===== config.mk =====
export PLATFORM = sky130hd
export DESIGN_NAME = app_cmd_sched
export DESIGN_NICKNAME = d
export VERILOG_FILES = /design/src/rtl/app_cmd_sched.sv
export SDC_FILE = /design/constraint.sdc
export NUM_CORES = 1
export LEC_CHECK = 0
export CORE_ASPECT_RATIO = 0.5
export CORE_MARGIN = 5
export CORE_UTILIZATION = 43
export DETAILED_ROUTE_END_ITERATION = 8
export GPL_TIMING_DRIVEN = 1
export PLACE_DENSITY_LB_ADDON = 0.05
export REMOVE_ABC_BUFFERS = 1
export SETUP_SLACK_MARGIN = 0.3
export SLEW_MARGIN = 20
export SYNTH_ARGS = -nofsm -noshare
export SYNTH_HDL_FRONTEND = slang
export SYNTH_SLANG_ARGS = --single-unit

===== constraint.sdc =====
create_clock -name clk -period 2.71 [get_ports clk]
set_input_delay 0.271 -clock clk [delete_from_list [all_inputs] [get_ports clk]]
set_output_delay 0.271 -clock clk [all_outputs]
set_load 0.03 [all_outputs]

===== src/rtl/app_cmd_sched.sv =====
// Purpose : sequences one 3-word SATA command into a transport DMA request, gates its data phase, then waits for device status.
// Latency : request is raised 1 cycle after the third command word; data paths are combinational while transferring; done/err pulse in the status/abort cycle.
// Backpressure: data valid/ready pass straight through between user and transport; command port stalls while a command is in flight.
//
// Ports:
//   clk, rst (async, active-low), sata_link_up
//   command_s_axi_*  : 3-word command input (w0 write/sectors, w1 LBA lo, w2 LBA hi + tlast)
//   write_s_axi_*    : user write data in      read_m_axi_* : user read data out (tlast on final word)
//   tp_cmd_*         : request to transport     tp_wr_* / tp_rd_* : transport data  tp_status_* : device status
//   busy, done, err, err_code : progress and completion reporting
module app_cmd_sched #(
    parameter int WORDS_PER_SECTOR = 128,
    parameter int TIMEOUT_CYCLES   = 1048576
) (
    input  logic        clk,
    input  logic        rst,
    input  logic        sata_link_up,
    input  logic        command_s_axi_tvalid,
    input  logic        command_s_axi_tlast,
    output logic        command_s_axi_tready,
    input  logic [31:0] command_s_axi_tdata,
    input  logic        write_s_axi_tvalid,
    output logic        write_s_axi_tready,
    input  logic [31:0] write_s_axi_tdata,
    output logic        read_m_axi_tvalid,
    input  logic        read_m_axi_tready,
    output logic [31:0] read_m_axi_tdata,
    output logic        read_m_axi_tlast,
    output logic        tp_cmd_req,
    input  logic        tp_cmd_ack,
    output logic        tp_cmd_write,
    output logic [47:0] tp_cmd_lba,
    output logic [15:0] tp_cmd_count,
    output logic        tp_wr_valid,
    input  logic        tp_wr_ready,
    output logic [31:0] tp_wr_data,
    input  logic        tp_rd_valid,
    output logic        tp_rd_ready,
    input  logic [31:0] tp_rd_data,
    input  logic        tp_status_valid,
    input  logic        tp_status_err,
    output logic        busy,
    output logic        done,
    output logic        err,
    output logic [1:0]  err_code
);
    localparam int SHIFT = $clog2(WORDS_PER_SECTOR);
    localparam int TW    = $clog2(TIMEOUT_CYCLES + 1);
    localparam logic [TW-1:0] TMO_LAST = TW'(TIMEOUT_CYCLES - 1);

    localparam logic [2:0] S_IDLE    = 3'd0;
    localparam logic [2:0] S_CW1     = 3'd1;
    localparam logic [2:0] S_CW2     = 3'd2;
    localparam logic [2:0] S_ISSUE   = 3'd3;
    localparam logic [2:0] S_XFER    = 3'd4;
    localparam logic [2:0] S_WAIT_ST = 3'd5;

    logic [2:0]    state, state_nx;
    logic          armed;      // keeps the command port closed while held in reset
    logic          flush;      // discarding the tail of a rejected command
    logic [23:0]   wcnt;
    logic [TW-1:0] tmo_cnt;

    logic cmd_hs, xfer_act, wr_act, rd_act, data_hs, last_word, tmo_hit, timed;
    logic err_c, done_c, start, flush_set, flush_clr;
    logic [1:0] code_c;

    assign cmd_hs    = command_s_axi_tvalid & command_s_axi_tready;
    assign xfer_act  = (state == S_XFER) & sata_link_up;
    assign wr_act    = xfer_act & tp_cmd_write;
    assign rd_act    = xfer_act & ~tp_cmd_write;
    assign data_hs   = (wr_act & write_s_axi_tvalid & tp_wr_ready) |
                       (rd_act & tp_rd_valid & read_m_axi_tready);
    assign last_word = (wcnt == 24'd1);
    assign tmo_hit   = (tmo_cnt == TMO_LAST);
    assign timed     = (state == S_ISSUE) | (state == S_XFER) | (state == S_WAIT_ST);

    always_comb begin
        state_nx  = state;
        err_c     = 1'b0;
        code_c    = 2'd0;
        done_c    = 1'b0;
        start     = 1'b0;
        flush_set = 1'b0;
        flush_clr = 1'b0;
        if (state != S_IDLE && !sata_link_up) begin
            err_c    = 1'b1;
            code_c   = 2'd3;
            state_nx = S_IDLE;
        end else begin
            case (state)
                S_IDLE: if (cmd_hs) begin
                    if (flush) begin
                        flush_clr = command_s_axi_tlast;
                    end else begin
                        start = 1'b1;
                        if (command_s_axi_tdata[15:0] == 16'd0 || command_s_axi_tlast) begin
                            err_c     = 1'b1;
                            code_c    = 2'd1;
                            flush_set = ~command_s_axi_tlast;
                        end else begin
                            state_nx = S_CW1;
                        end
                    end
                end
                S_CW1: if (cmd_hs) begin
                    if (command_s_axi_tlast) begin
                        err_c    = 1'b1;
                        code_c   = 2'd1;
                        state_nx = S_IDLE;
                    end else begin
                        state_nx = S_CW2;
                    end
                end
                S_CW2: if (cmd_hs) begin
                    if (!command_s_axi_tlast) begin
                        err_c     = 1'b1;
                        code_c    = 2'd1;
                        flush_set = 1'b1;
                        state_nx  = S_IDLE;
                    end else begin
                        state_nx = S_ISSUE;
                    end
                end
                S_ISSUE: begin
                    if (tp_cmd_ack) begin
                        state_nx = S_XFER;
                    end else if (tmo_hit) begin
                        err_c    = 1'b1;
                        code_c   = 2'd2;
                        state_nx = S_IDLE;
                    end
                end
                S_XFER: begin
                    // Status before the last word means the device gave up early.
                    if (tp_status_valid) begin
                        err_c    = 1'b1;
                        code_c   = 2'd1;
                        state_nx = S_IDLE;
                    end else if (data_hs && last_word) begin
                        state_nx = S_WAIT_ST;
                    end else if (!data_hs && tmo_hit) begin
                        err_c    = 1'b1;
                        code_c   = 2'd2;
                        state_nx = S_IDLE;
                    end
                end
                S_WAIT_ST: begin
                    if (tp_status_valid) begin
                        done_c   = ~tp_status_err;
                        err_c    = tp_status_err;
                        code_c   = tp_status_err ? 2'd1 : 2'd0;
                        state_nx = S_IDLE;
                    end else if (tmo_hit) begin
                        err_c    = 1'b1;
                        code_c   = 2'd2;
                        state_nx = S_IDLE;
                    end
                end
                default: state_nx = S_IDLE;
            endcase
        end
    end

    always_ff @(posedge clk or negedge rst) begin
        if (!rst) begin
            state        <= S_IDLE;
            armed        <= 1'b0;
            flush        <= 1'b0;
            tp_cmd_write <= 1'b0;
            tp_cmd_count <= 16'd0;
            tp_cmd_lba   <= 48'd0;
            wcnt         <= 24'd0;
            tmo_cnt      <= '0;
            err_code     <= 2'd0;
        end else begin
            state <= state_nx;
            armed <= 1'b1;
            if (flush_set)      flush <= 1'b1;
            else if (flush_clr) flush <= 1'b0;
            if (start) begin
                tp_cmd_write <= command_s_axi_tdata[31];
                tp_cmd_count <= command_s_axi_tdata[15:0];
                wcnt         <= 24'(command_s_axi_tdata[15:0]) << SHIFT;
            end else if (data_hs) begin
                wcnt <= wcnt - 24'd1;
            end
            if (state == S_CW1 && cmd_hs) tp_cmd_lba[31:0]  <= command_s_axi_tdata;
            if (state == S_CW2 && cmd_hs) tp_cmd_lba[47:32] <= command_s_axi_tdata[15:0];
            // Idle timer restarts on every state change and every data beat.
            if (state_nx != state || data_hs) tmo_cnt <= '0;
            else if (timed)                   tmo_cnt <= tmo_cnt + TW'(1);
            if (err_c)      err_code <= code_c;
            else if (start) err_code <= 2'd0;
        end
    end

    always_comb begin
        command_s_axi_tready = 1'b0;
        if (state == S_IDLE)                      command_s_axi_tready = armed & (flush | sata_link_up);
        else if (state == S_CW1 || state == S_CW2) command_s_axi_tready = 1'b1;
    end

    assign tp_cmd_req         = (state == S_ISSUE) & sata_link_up;
    assign tp_wr_valid        = wr_act & write_s_axi_tvalid;
    assign write_s_axi_tready = wr_act & tp_wr_ready;
    assign tp_wr_data         = wr_act ? write_s_axi_tdata : 32'd0;
    assign read_m_axi_tvalid  = rd_act & tp_rd_valid;
    assign tp_rd_ready        = rd_act & read_m_axi_tready;
    assign read_m_axi_tdata   = rd_act ? tp_rd_data : 32'd0;
    assign read_m_axi_tlast   = rd_act & last_word;
    assign busy               = (state != S_IDLE);
    assign done               = done_c;
    assign err                = err_c;
endmodule

==> metrics.cfg <==
[finish]
final-seq-area_um2=2932
multiInputGateArea_um2=3028
fillers=1054
layoutNonFillerInstCount=1068
layout-drive-gt1-share_pct=28.08
nets=974
syn_to_final_growth_pct=59.61
antennaDiodeCount=0

[setup_path]
critPathCapture=tmo_cnt[3]
crit_type=flop to flop
worst_ep_arrival_time_ps=2910
slowest_delay_ps=580
crit_family=simple AND/OR/NAND/NOR gates
cp.buffers_inverters=1
endpoint_kind=flop
reg2reg_depth=7
start_kind=flop
critPathSlowestCell=or4_4
cp.depth=7
crit_required_ps=3050
crit_fanout=21
reg2reg_from=wcnt[18]
cp_cell_sequence=or4_4 -> nor4_4 -> nand4_1 -> o32a_1 -> o41a_1 -> buf_12 -> a21oi_2
timing.rr.end=tmo_cnt[3]
r2r_slack_ps=140
startpoint=wcnt[18]

[drt]
vias_per_cell=5.007
via_count=5348
wl_per_cell_um=17.49
drtIter0Drc=250
dr.pass1.iters=4
drtAntennaViolNets=0
drt_wl_total_mm=18.68
drc=0

[synth]
synth-seq-area-share_pct=48.79
synth-xor-area-share_pct=3.941
ys_types=61
synth_top_family_by_area=simple AND/OR/NAND/NOR gates
synth-adder-area-share_pct=0.6255
avgSynthCellArea_um2=10.31
muxShareOfSynthArea_pct=9.174
async_reset_ff_share_pct=100.0
ys_warn_count=0
synth_compound_area_share_pct=10.65
synth-seq-cells=117
synth_area_um2=6001
synth_edf_count=0
synthSimpleGateAreaFrac_pct=24.04
synth_ff_type=dfrtp_1
synthCells=582

[place]
dp.cells=1017
dpl.hpwl_mm=13.51
gp_congestion=0.8794
port_buffers=248

[grt]
grt_antenna_before_repair=0
grt_pass1_wl_mm=28.64
grt_max_degree=44
grt-ovfl-total=0
grt_pass1_vias=5222
grt_usage_pct=21.78

[timing]
tightest_slew_ps=549.8
hold_viol_final=0
period_needed_ps=2574
rsz0062_at_grt=yes
fin_crit_sh_pct=94.99
fin_skew_ps=8.520
maxSlewViolCount=0
timing.fmax_mhz=388.5
timing.hold.ws_ps=398.2
relSlewSlack_pct=63.34
setup_viol_count_final=0

[die]
coreArea_um2=13630
pin_count=249
num_rows=30
die_w_um=177.1
start_util_pct=44.04
fp.dieH_um=93.53
die-area_um2=16560

[cts]
clkLatencyLatePin_ps=410
clk_pin_slew_ps=60
htreeDepth=4
cts.path.max_buffers=2
cts_tree=done
cts_num_sinks=117
cts_root_buffer=clkbuf_16
cts_made_buffers=17

[power]
ir_worst_vdd_v=0.0005985
fin_total_pwr_uw=8954
p_leak_uw=0.004170
power_density_nw_per_um2=934.9

[hold_path]
hold_path.class=primary input to async pin

[flow_run]
max-cap-violations=0

[run_status]
status=finished clean

==> placed cells by master (no fill, tap or decap), types with 10 or more instances in the layout <==
master / netlist / layout
nand3_1: 12 / 12
o21ai_0: 14 / 13
nand4_1: 10 / 10
and2_1: 69 / 66
xor2_1: 11 / 11
dfrtp_1: 117 / 114
buf_4: 0 / 98
clkbuf_16: 0 / 18
xnor2_1: 16 / 16
nand2_1: 75 / 75
o211ai_1: 13 / 13
clkdlybuf4s50_1: 0 / 173
mux2_2: 48 / 48
a21oi_1: 10 / 10
nor2_1: 32 / 29
a21oi_2: 20 / 20
==> per-stage QoR <==
step | setup TNS, ps | area [um^2] | setup slack [ps] | util (%)
after detailed placement | 0 | 8710 | 104.1 | 63.92
final | 0 | 9578 | 135.7 | 70.29
after floorplan | -98880 | 5864 | -2073 | -
after CTS | 0 | 9424 | 159.9 | 69.16
after global placement | 0 | 8710 | 86.37 | 63.92
after global routing | 0 | 9578 | 36.75 | 70.29
==> area by class of cell <==
class,count,area share (%)
Tap cell,192,2.508
Multi-Input combinational cell,428,31.61
Clock inverter,14,1.594
Inverter,7,0.2743
Sequential cell,117,30.61
Timing Repair Buffer,292,28.82
Clock buffer,18,4.585
==> cells by family (layout without fill, tap and decap cells) <==
family,count (synthesis),after routing
adders and majority gates,3,3
xor gates and xnor gates,27,27
DFF,117,117
muxes,49,49
other,1,1
and+or+nand+nor,263,263
buffers and inverters,37,331
AOI/OAI and AO/OA,85,85
==> report_power, final <==
group	switching, uW	total (uW)	leakage, uW	internal, uW
Sequential	432	2810	0.00149	2380
Combinational	2100	3900	0.00241	1790
Clock	859	2240	0.000279	1380
==> cells in the mapped netlist, drive strengths merged (11+ instances only) <==
| master | instances | area (um^2) |
|---|---|---|
| mux2 | 48 | 540.5 |
| clkbuf | 18 | 67.56 |
| a21oi | 30 | 225.2 |
| nand3 | 12 | 60.06 |
| nor4 | 11 | 90.08 |
| o211ai | 13 | 97.59 |
| nor2 | 32 | 120.1 |
| xor2 | 11 | 96.34 |
| nand2 | 75 | 281.5 |
| buf | 12 | 68.81 |
| o21ai | 14 | 70.07 |
| xnor2 | 16 | 140.1 |
| and2 | 69 | 431.7 |
| dfrtp | 117 | 2928 |
==> worst min path at each step <==
stage	startpoint	endpoint
floorplan	rst	armed
global placement	rst	tp_cmd_lba[22]
detailed placement	rst	tp_cmd_lba[24]
CTS	rst	tp_cmd_lba[24]
global route	command_s_axi_tdata[21]	tp_cmd_lba[21]
finish	rst	tp_cmd_lba[24]
==> registers in the layout, summed over array words and instances (netlist names) <==
name and count:
tp_cmd_lba 48, wcnt 24, tmo_cnt 21, tp_cmd_count 16, state 3, err_code 2
armed 1, flush 1, tp_cmd_write 1
==> per-layer routing <==
layer	vias up	routed length, um	global-route usage, %
met2	131	9440	37.25
met3	16	1220	5.493
met5	-	0	0
met1	2596	7861	27.72
met4	0	160	5.920
li1	2605	-	-
==> what timing repair did <==
item	in CTS	in global routing
setup endpoints to repair	59	85
resized for setup	17	26
buffers inserted	9	6
gates cloned	2	1
pin swaps	1	6
hold endpoints to repair	40	0
hold buffers	1	0
No activity file was read; power rests on OpenSTA's default activity.
